[config.mk]
export PLATFORM = sky130hd
export DESIGN_NAME = uart8_receiver
export DESIGN_NICKNAME = d
export VERILOG_FILES = /design/src/rtl/uart_pkg.sv /design/src/rtl/uart_rx_sampler.sv /design/src/rtl/uart8_receiver.sv
export SDC_FILE = /design/constraint.sdc
export NUM_CORES = 1
export LEC_CHECK = 0
export CAP_MARGIN = 20
export CORE_MARGIN = 3
export CORE_UTILIZATION = 52
export CTS_BUF_LIST = sky130_fd_sc_hd__clkbuf_2 sky130_fd_sc_hd__clkbuf_4 sky130_fd_sc_hd__clkbuf_8
export DETAILED_ROUTE_END_ITERATION = 12
export HOLD_SLACK_MARGIN = 0.03
export PLACE_DENSITY_LB_ADDON = 0.05
export SLEW_MARGIN = 20
export SYNTH_ARGS = -nofsm -noshare
export SYNTH_HDL_FRONTEND = slang
export SYNTH_SLANG_ARGS = --single-unit
[constraint.sdc]
create_clock -name clk -period 1.46 [get_ports clk]
set_input_delay 0.292 -clock clk [delete_from_list [all_inputs] [get_ports clk]]
set_output_delay 0.292 -clock clk [all_outputs]
set_load 0.01 [all_outputs]
[src/rtl/uart_pkg.sv]
// ----------------------------------------------------------------------------
// uart_pkg
//   Definitions shared by the UART receiver and transmitter:
//     - uart_state_t : frame state encoding (IDLE/START_BIT/DATA_BITS/
//                      PARITY_BIT/STOP_BIT)
//     - uart_cfg_t   : line-control bundle (PEN, EPS, SP, STB, WLS) held
//                      for the duration of one frame
//     - last_bit_idx : index of the final data bit for a given WLS
//     - parity_bit   : expected parity bit for a word and line setup
// ----------------------------------------------------------------------------
package uart_pkg;

    typedef enum logic [2:0] {
        IDLE       = 3'd0,
        START_BIT  = 3'd1,
        DATA_BITS  = 3'd2,
        PARITY_BIT = 3'd3,
        STOP_BIT   = 3'd4
    } uart_state_t;

    typedef struct packed {
        logic       pen;
        logic       eps;
        logic       sp;
        logic       stb;
        logic [1:0] wls;
    } uart_cfg_t;

    // WLS 00 -> 6 bits, 01 -> 7 bits, 10/11 -> 8 bits
    function automatic logic [2:0] last_bit_idx(input logic [1:0] wls);
        case (wls)
            2'b00:   return 3'd5;
            2'b01:   return 3'd6;
            default: return 3'd7;
        endcase
    endfunction

    // Unused data bits must already be 0 so they do not disturb the XOR.
    function automatic logic parity_bit(input logic       pen,
                                        input logic       eps,
                                        input logic       sp,
                                        input logic [7:0] data);
        if (!pen) return 1'b0;
        if (sp)   return ~eps;
        if (eps)  return ^data;
        return ~^data;
    endfunction

endpackage

[src/rtl/uart_rx_sampler.sv]
// ----------------------------------------------------------------------------
// uart_rx_sampler
//   Front end of the UART receiver: synchronises rx, runs the per-bit tick
//   counter and produces one decided bit value per bit period.
//
//   Ports
//     clk          in   oversample clock
//     rst_n        in   asynchronous active-low reset
//     i_rx         in   raw serial line
//     i_load       in   restart the tick counter on a detected start edge
//     i_run        in   a frame is being received (counter free-runs)
//     o_fall       out  1->0 transition seen on the synchronised line
//     o_bit_valid  out  one-cycle strobe, o_bit_val holds a new bit
//     o_bit_val    out  decided bit value
//
//   Configuration macro
//     UART_RX_MAJORITY_VOTE_EN : decide each bit by 2-of-3 vote over ticks
//                                mid-1, mid, mid+1; otherwise take the mid
//                                sample alone. The strobe timing is the same.
// ----------------------------------------------------------------------------
module uart_rx_sampler
    import uart_pkg::*;
#(
    parameter int OVERSAMPLE  = 16,
    parameter int SYNC_STAGES = 2
) (
    input  logic clk,
    input  logic rst_n,
    input  logic i_rx,
    input  logic i_load,
    input  logic i_run,
    output logic o_fall,
    output logic o_bit_valid,
    output logic o_bit_val
);

    localparam int TW = $clog2(OVERSAMPLE);
    localparam logic [TW-1:0] TICK_LAST = TW'(OVERSAMPLE - 1);
    // Decision tick is mid+1 (mid = OVERSAMPLE/2-1) so all three vote
    // samples exist; the single-sample build decides at the same tick.
    localparam logic [TW-1:0] TICK_DECIDE = TW'(OVERSAMPLE / 2);

    logic [SYNC_STAGES-1:0] r_sync;
    logic                   r_d1;
    logic [TW-1:0]          r_tick;
    logic                   r_bit_valid;
    logic                   r_bit_val;
    logic                   w_rxs;
    logic                   w_sample;
    logic                   w_decide;

    assign w_rxs    = r_sync[SYNC_STAGES-1];
    assign w_decide = i_run && (r_tick == TICK_DECIDE);
    assign o_fall   = r_d1 & ~w_rxs;

`ifdef UART_RX_MAJORITY_VOTE_EN
    logic r_d2;

    // r_d2 = rxs at mid-1, r_d1 = rxs at mid, w_rxs = rxs at mid+1
    assign w_sample = (r_d2 & r_d1) | (r_d2 & w_rxs) | (r_d1 & w_rxs);

    always_ff @(posedge clk or negedge rst_n) begin
        if (!rst_n) r_d2 <= 1'b1;
        else        r_d2 <= r_d1;
    end
`else
    assign w_sample = r_d1;
`endif

    always_ff @(posedge clk or negedge rst_n) begin
        if (!rst_n) begin
            r_sync      <= '1;
            r_d1        <= 1'b1;
            r_tick      <= '0;
            r_bit_valid <= 1'b0;
            r_bit_val   <= 1'b1;
        end else begin
            r_sync <= {r_sync[SYNC_STAGES-2:0], i_rx};
            r_d1   <= w_rxs;

            // The edge cycle itself is tick 0, so the counter resumes at 1.
            if (i_load)
                r_tick <= TW'(1);
            else if (i_run)
                r_tick <= (r_tick == TICK_LAST) ? '0 : r_tick + 1'b1;
            else
                r_tick <= '0;

            r_bit_valid <= w_decide;
            if (w_decide)
                r_bit_val <= w_sample;
        end
    end

    assign o_bit_valid = r_bit_valid;
    assign o_bit_val   = r_bit_val;

endmodule

[src/rtl/uart8_receiver.sv]
// ----------------------------------------------------------------------------
// uart8_receiver
//   Receive side of the 8-bit UART. Deserialises 6/7/8-bit words, checks
//   parity and stop bits, detects break and holds each word until read.
//
//   Ports
//     clk, rst_n             oversample clock, asynchronous active-low reset
//     rx                     serial line, idle high
//     PEN/EPS/SP/STB/WLS     line control, captured at each valid start bit
//     rd                     host read strobe, clears ready and oe
//     out[7:0]               received word, unused MSBs 0
//     ready                  word valid, held until rd
//     done                   one-cycle pulse at end of frame
//     busy                   frame in progress
//     pe / fe / bi           parity / framing / break status of word in out
//     oe                     overrun, sticky until rd
//
//   Configuration macro
//     UART_RX_MAJORITY_VOTE_EN : 2-of-3 majority bit decision (in sampler)
// ----------------------------------------------------------------------------
module uart8_receiver
    import uart_pkg::*;
#(
    parameter int OVERSAMPLE  = 16,
    parameter int SYNC_STAGES = 2
) (
    input  logic       clk,
    input  logic       rst_n,
    input  logic       rx,
    input  logic       PEN,
    input  logic       EPS,
    input  logic       SP,
    input  logic       STB,
    input  logic [1:0] WLS,
    input  logic       rd,
    output logic [7:0] out,
    output logic       ready,
    output logic       done,
    output logic       busy,
    output logic       pe,
    output logic       fe,
    output logic       bi,
    output logic       oe
);

    uart_state_t r_state;
    uart_cfg_t   r_cfg;
    logic [7:0]  r_data;
    logic [2:0]  r_bitcnt;
    logic        r_stop_idx;
    logic        r_pe_acc;
    logic        r_fe_acc;
    logic        r_all_zero;
    logic [7:0]  r_out;
    logic        r_ready;
    logic        r_done;
    logic        r_busy;
    logic        r_pe;
    logic        r_fe;
    logic        r_bi;
    logic        r_oe;

    logic w_load;
    logic w_run;
    logic w_fall;
    logic w_bit_valid;
    logic w_bit_val;
    logic w_last_stop;
    logic w_frame_end;
    logic w_brk;

    assign w_load = (r_state == IDLE) && w_fall;
    assign w_run  = (r_state != IDLE);

    uart_rx_sampler #(
        .OVERSAMPLE  (OVERSAMPLE),
        .SYNC_STAGES (SYNC_STAGES)
    ) u_sampler (
        .clk         (clk),
        .rst_n       (rst_n),
        .i_rx        (rx),
        .i_load      (w_load),
        .i_run       (w_run),
        .o_fall      (w_fall),
        .o_bit_valid (w_bit_valid),
        .o_bit_val   (w_bit_val)
    );

    assign w_last_stop = !r_cfg.stb || r_stop_idx;
    assign w_frame_end = (r_state == STOP_BIT) && w_bit_valid && w_last_stop;
    // Break: start, data, parity and every stop sample were all 0.
    assign w_brk       = r_all_zero & ~w_bit_val;

    always_ff @(posedge clk or negedge rst_n) begin
        if (!rst_n) begin
            r_state    <= IDLE;
            r_cfg      <= '0;
            r_data     <= '0;
            r_bitcnt   <= '0;
            r_stop_idx <= 1'b0;
            r_pe_acc   <= 1'b0;
            r_fe_acc   <= 1'b0;
            r_all_zero <= 1'b0;
            r_out      <= '0;
            r_ready    <= 1'b0;
            r_done     <= 1'b0;
            r_busy     <= 1'b0;
            r_pe       <= 1'b0;
            r_fe       <= 1'b0;
            r_bi       <= 1'b0;
            r_oe       <= 1'b0;
        end else begin
            r_done <= 1'b0;

            // A frame ending in the same cycle as rd wins for ready; the
            // read still clears any pending overrun.
            if (w_frame_end) begin
                r_ready <= 1'b1;
                r_oe    <= rd ? 1'b0 : (r_oe | r_ready);
            end else if (rd) begin
                r_ready <= 1'b0;
                r_oe    <= 1'b0;
            end

            case (r_state)
                IDLE: begin
                    // A fall edge only exists after the line has been high,
                    // which keeps a held break from re-arming the receiver.
                    if (w_fall)
                        r_state <= START_BIT;
                end

                START_BIT: begin
                    if (w_bit_valid) begin
                        if (w_bit_val) begin
                            r_state <= IDLE;
                        end else begin
                            r_cfg      <= '{pen: PEN, eps: EPS, sp: SP, stb: STB, wls: WLS};
                            r_busy     <= 1'b1;
                            r_data     <= '0;
                            r_bitcnt   <= '0;
                            r_stop_idx <= 1'b0;
                            r_pe_acc   <= 1'b0;
                            r_fe_acc   <= 1'b0;
                            r_all_zero <= 1'b1;
                            r_state    <= DATA_BITS;
                        end
                    end
                end

                DATA_BITS: begin
                    if (w_bit_valid) begin
                        r_data[r_bitcnt] <= w_bit_val;
                        r_all_zero       <= r_all_zero & ~w_bit_val;
                        if (r_bitcnt == last_bit_idx(r_cfg.wls))
                            r_state <= r_cfg.pen ? PARITY_BIT : STOP_BIT;
                        else
                            r_bitcnt <= r_bitcnt + 3'd1;
                    end
                end

                PARITY_BIT: begin
                    if (w_bit_valid) begin
                        r_pe_acc   <= (w_bit_val != parity_bit(r_cfg.pen, r_cfg.eps,
                                                               r_cfg.sp, r_data));
                        r_all_zero <= r_all_zero & ~w_bit_val;
                        r_state    <= STOP_BIT;
                    end
                end

                STOP_BIT: begin
                    if (w_bit_valid) begin
                        if (!w_bit_val)
                            r_fe_acc <= 1'b1;
                        r_all_zero <= r_all_zero & ~w_bit_val;
                        if (w_last_stop) begin
                            r_state <= IDLE;
                            r_busy  <= 1'b0;
                            r_done  <= 1'b1;
                            r_out   <= w_brk ? 8'h00 : r_data;
                            r_pe    <= r_pe_acc;
                            r_fe    <= r_fe_acc | ~w_bit_val;
                            r_bi    <= w_brk;
                        end else begin
                            r_stop_idx <= 1'b1;
                        end
                    end
                end

                default: r_state <= IDLE;
            endcase
        end
    end

    assign out   = r_out;
    assign ready = r_ready;
    assign done  = r_done;
    assign busy  = r_busy;
    assign pe    = r_pe;
    assign fe    = r_fe;
    assign bi    = r_bi;
    assign oe    = r_oe;

endmodule

After elaboration in Yosys (flattened, before gate mapping)
Cells that the tools add are included.
{"block": "classes", "magnitude_cmp": 2, "reduce_logical": 28, "n_bitwise": 7, "addsub": 2, "mul": 0, "div_mod_pow": 0, "n_mux": 71, "shifts": 0, "eq_ne": 21}
{"op": "$mux 3", "n": 14}
{"op": "$mux 1", "n": 38}
{"op": "$mux 8", "n": 4}
{"op": "$reduce_and 5->1", "n": 4}
{"op": "$pmux 8 s2", "n": 1}
{"op": "$pmux 3 s5", "n": 1}
{"op": "$ne 2x2->1 const B", "n": 7}
{"op": "$mux 4", "n": 3}
{"op": "$reduce_and 4->1", "n": 3}
{"op": "$ne 2x1->1 const B", "n": 5}
{"op": "$pmux 1 s2", "n": 5}
{"op": "$reduce_bool 2->1", "n": 5}
{"op": "$bwmux 8", "n": 1}
{"op": "$eq 4x4->1 const B", "n": 2}
{"op": "$reduce_xnor 8->1", "n": 1}
{"op": "$reduce_xor 8->1", "n": 1}
{"op": "$reduce_and 7->1", "n": 1}
{"op": "$eq 3x2->1 const B", "n": 2}
{"op": "$pmux 3 s2", "n": 1}
{"op": "$reduce_and 3->1", "n": 2}
{"op": "$logic_and 1x1->1", "n": 5}
{"op": "$add 4x1->4 const B", "n": 1}
{"op": "$lt 3x4->1 const B", "n": 1}
{"op": "$pmux 2 s2", "n": 1}
{"op": "other kinds (18)", "n": 22}
{"block": "word_totals", "mem_bits_rw": 0, "elab_cells": 156, "out_inout_bits": 15, "input_bits": 10, "mem_bits_ro": 0, "n_memories": 0, "latch_bits": 0, "ff_bits": 48}

Logic depth before layout (Yosys ltp)
{"block": "logic_depth", "word_depth": 18, "ltp_mapped": 7, "ltp_nobuf": 6}

Modules after synthesis
Synthesis repeated with hierarchy kept, for this count alone.
{"block": "hier_totals", "cells_unflattened": 241, "hier_area_um2": 2238.4}
{"module": "uart8_receiver", "instances": 1, "seq_area_each_um2": 975.9, "cells_per_inst": 213, "area_each_um2": 1881.8}
{"module": "uart_rx_sampler", "instances": 1, "seq_area_each_um2": 230.2, "cells_per_inst": 28, "area_each_um2": 356.6}

Worst setup path before layout
Ideal clock, no wire load.
{"block": "synth_timing", "kind": "register to register", "startpoint": "reg r_bitcnt[0]", "endpoint": "reg r_state[1]", "setup_ns": 0.135, "n_path_buf": 1, "stages_incl_launch_ff": 8, "t_required_ns": 1.325, "synth_period_minus_slack_ns": 1.591, "arrival_time_ns": 1.456, "slack_ns": -0.131, "cell_sequence": "dfrtp_1 buf_2 inv_1 nand2_1 o221a_2 a211oi_1 o21a_1 o21ai_0"}
{"block": "synth_via", "elab_chain_len": 3}
{"element": "from (decl)", "line": "uart8_receiver.sv:49", "rtl": "logic [2:0] r_bitcnt;"}
{"element": "from (signal assigned)", "line": "uart8_receiver.sv:158", "rtl": "r_bitcnt <= r_bitcnt + 3'd1;"}
{"element": "$eq 3x3->1", "line": "uart8_receiver.sv:155", "rtl": "if (r_bitcnt == last_bit_idx(r_cfg.wls))"}
{"element": "$ne 2x2->1 (no line)"}
{"element": "$reduce_and 7->1 (no line)"}
{"element": "to (signal assigned)", "line": "uart8_receiver.sv:156", "rtl": "r_state <= r_cfg.pen ? PARITY_BIT : STOP_BIT;"}
{"element": "to (decl)", "line": "uart8_receiver.sv:46", "rtl": "uart_state_t r_state;"}
Every way passes these cells.
A chain may end at the register's enable or synchronous reset.

Worst setup path in the final report
{"block": "layout_timing", "startpoint": "reg u_sampler.r_bit_valid (netlist: u_sampler.o_bit_valid)", "endpoint": "reg r_data[0]"}
{"block": "layout_via", "elab_chain_len": 2, "elab_cells_between_ends": 3, "classes_between": "2 x eq/ne; 1 x reduce/logical"}
{"element": "from (decl)", "line": "uart_rx_sampler.sv:46", "rtl": "logic r_bit_valid;"}
{"element": "from (signal assigned)", "line": "uart_rx_sampler.sv:89", "rtl": "r_bit_valid <= w_decide;"}
{"element": "$ne 2x1->1 (no line)"}
{"element": "$reduce_and 4->1 (no line) (*)"}
{"element": "to (signal, indexed assignment)", "line": "uart8_receiver.sv:153", "rtl": "r_data[r_bitcnt] <= w_bit_val;"}
{"element": "to (decl)", "line": "uart8_receiver.sv:48", "rtl": "logic [7:0] r_data;"}
Every way passes the cells marked *; elsewhere a longest branch is shown, timed or not.

==> results.json <==
{
  "power_density_mw_per_mm2": 1347,
  "cp_slowest_cell": "dfrtp_1",
  "hold_violations": 0,
  "drt_pass1_iterations": 4,
  "place.detailed.instances": 350,
  "cts_buffers": 5,
  "clock_path_buffers": 2,
  "grt_pass1_vias": 1893,
  "critPathLaunchType": "flop",
  "grt_max_degree": 49,
  "num_vias": 2061,
  "synth_edf_count": 0,
  "async_reset_ff_share_pct": 100.0,
  "fp.coreArea_sq_mm": 0.004058,
  "peakVddDrop_uv": 999.4,
  "max_slew_margin_pct": 71.56,
  "period_share_pct": 108.8,
  "synth_ff_type": "dfrtp_1",
  "setup_slack_ns": -0.1290,
  "antenna_found_initial": 0,
  "clkTransAtPathRegs_ns": 0.09,
  "overflow": 0,
  "violations": "setup timing",
  "fmax_mhz": 629.3,
  "ys_seq_area_share_pct": 54.01,
  "cts_tree": "yes",
  "crit_chain": "inv_1 -> or4_4 -> o31ai_1",
  "ys_ff_latch": 48,
  "worst_pin_slew_ns": 0.4266,
  "dieArea_sq_mm": 0.005117,
  "grt_pass1_wl_mm": 8.618,
  "required_ns": 1.67,
  "n_antenna_cell": 0,
  "fin_tns_setup_ns": -0.7126,
  "viasPerCell": 5.511,
  "fin_crit_ns": 1.589,
  "fp.dieH_um": 71.54,
  "cts_root_buf": "clkbuf_8",
  "critPathMaxStageDelay_ns": 0.61,
  "p_total_mw": 4.462,
  "final_nets": 337,
  "drt_iter0_markers": 157,
  "wire_per_inst_um": 15.22,
  "status": "finished, violations left",
  "drt-total-wl_mm": 5.692,
  "synth_nets": 262,
  "crit_fanout": 8,
  "route.detailed.drc": 0,
  "fillerInstances": 245,
  "cap_violations": 0,
  "dp_hpwl_mm": 3.446,
  "reg2reg_depth": 3,
  "row_count": 23,
  "holdCritPathClass": "flop to flop",
  "synth_area_sq_mm": 0.002233,
  "drtAntennaViolNets": 0,
  "h-tree-depth": 2,
  "final_cells": 374,
  "yosys_warnings": 0,
  "io_pins": 25,
  "netlist_instances": 249,
  "hold_path_depth": 0,
  "clk_latency_ns": 0.30,
  "fin_util_pct": 81.62,
  "synth.avg_cell_area_sq_um": 8.969,
  "skew_ns": 0.006401,
  "cellLeakagePower_nw": 1.569,
  "setup_viol": 23,
  "initial_core_util_pct": 55.04,
  "slew_viol_final": 0,
  "cts.sinks": 48,
  "syn2layout_area_growth_pct": 48.29,
  "drive_above_1_share_pct": 34.26,
  "synth.distinct_cells": 39,
  "critPathCaptureType": "flop",
  "post-place-ws_ns": -0.08880,
  "grt.total_usage_pct": 21.44,
  "dieWidth_um": 71.54,
  "rsz0062_at_grt": "yes",
  "routabilityCongestion": 0.8424,
  "cp.arrival_ns": 1.80,
  "critPathKind": "flop to flop",
  "portBuffers": 24
}
==> cells in the mapped netlist, drive strengths merged, types with 2 or more instances <==
cell / n / area share (%)
a21oi: 12 / 2.7
a31oi: 4 / 1.1
buf: 5 / 1.4
clkbuf: 5 / 0.84
dfrtp: 44 / 49
dfstp: 4 / 4.7
ha: 3 / 1.7
inv: 12 / 2.0
nand2: 53 / 8.9
nand2b: 3 / 0.84
nand3: 7 / 1.6
nand4: 2 / 0.56
nor2: 19 / 3.2
nor3: 8 / 2.0
o211ai: 2 / 0.67
o21ai: 39 / 8.7
o31ai: 2 / 0.67
or4: 2 / 0.84
xnor2: 6 / 2.4
xor2: 2 / 0.78
==> power by group <==
part / total (mW) / switching (mW) / internal [mW]
logic: 1.60 / 0.871 / 0.734
registers: 1.74 / 0.199 / 1.54
clock network: 1.12 / 0.441 / 0.674
==> per-layer routing <==
| metal | GRT usage (%) | share of wire (%) | up-vias |
|---|---|---|---|
| li1 | - | - | 1006 |
| met1 | 28.84 | 43 | 979 |
| met2 | 34.59 | 49 | 65 |
| met3 | 4.488 | 5.8 | 11 |
| met4 | 7.516 | 1.6 | 0 |
| met5 | 0 | 0 | - |
==> layout make-up <==
type | count | area [sq um] | share of cell area, %
Clock buffer | 5 | 68.82 | 2.078
Clock inverter | 2 | 60.06 | 1.813
Inverter | 12 | 55.05 | 1.662
Multi-Input combinational cell | 179 | 1149 | 34.68
Sequential cell | 48 | 1206 | 36.42
Tap cell | 50 | 62.56 | 1.889
Timing Repair Buffer | 78 | 710.7 | 21.46
==> placed cells by master, fill, tap and decap left out, drive strengths merged, types with 2 or more instances in the layout <==
master,n
nand2,53
a21oi,12
xnor2,6
buf,53
clkdlybuf4s50,8
bufinv,2
nand3,7
xor2,2
o211ai,2
dfstp,4
o21ai,39
ha,3
dfrtp,44
o31ai,2
nand2b,3
nand4,2
or4,2
dlygate4sd2,15
clkbuf,6
nor3,8
a31oi,4
nor2,19
inv,12
==> timing repair <==
action,4_1_cts,5_1_grt
hold endpoints to repair,44,0
gates cloned,0,3
buffers inserted,4,10
resized for setup,27,85
hold buffers,1,0
setup endpoints to repair,34,38
pin swaps,3,33
==> logic make-up (layout without fill, tap and decap cells) <==
family / count (synthesis) / in the layout / synth area share (%)
adder cells (fa/ha/maj): 3 / 3 / 1.681
XOR/XNOR: 8 / 8 / 3.137
AO/OA/AOI/OAI: 67 / 67 / 16.81
multiplexers: 1 / 1 / 0.4482
buffers and inverters: 22 / 97 / 4.258
flip-flops: 48 / 48 / 54.01
AND/OR/NAND/NOR: 100 / 100 / 19.66
==> registers in the layout, summed over array words and instances, names as in the netlist, 2 cells and up <==
name,flops
out,8
r_data,8
r_cfg,6
u_sampler.r_tick,4
r_bitcnt,3
r_state,3
u_sampler.r_sync,2
==> final timing paths <==
| kind | from | to | slack [ns] |
|---|---|---|---|
| max in group asynchronous | rst_n | u_sampler.r_sync[1]$_DFF_PN1_ | 0.69 |
| hold reg to reg | u_sampler.r_sync[0]$_DFF_PN1_ | u_sampler.r_sync[1]$_DFF_PN1_ | 0.36 |
| hold / removal | u_sampler.r_sync[0]$_DFF_PN1_ | u_sampler.r_sync[1]$_DFF_PN1_ | 0.36 |
| setup reg to reg | u_sampler.o_bit_valid$_DFF_PN0_ | r_data[0]$_DFFE_PN0P_ | -0.13 |
| min in group asynchronous | rst_n | done$_DFF_PN0_ | 0.49 |
| setup / recovery | u_sampler.o_bit_valid$_DFF_PN0_ | r_data[0]$_DFFE_PN0P_ | -0.13 |
==> worst max-delay path: cells and delay by family, from the launching register on <==
| kind | cells | cell delay [ns] |
|---|---|---|
| AO/OA/AOI/OAI | 1 | 0.20 |
| AND/OR/NAND/NOR | 1 | 0.54 |
| flip-flops | 1 | 0.61 |
| buffers and inverters | 1 | 0.15 |
==> per-stage QoR <==
| step | hold WS, ns | cell area [sq um] |
|---|---|---|
| floorplan | -0.003591 | 2247 |
| global placement | 0.2905 | 2785 |
| detailed placement | 0.2932 | 2785 |
| CTS | 0.3611 | 2965 |
| global route | 0.3665 | 3312 |
| finish | 0.3593 | 3312 |
Power figures use the tool's default switching activity.
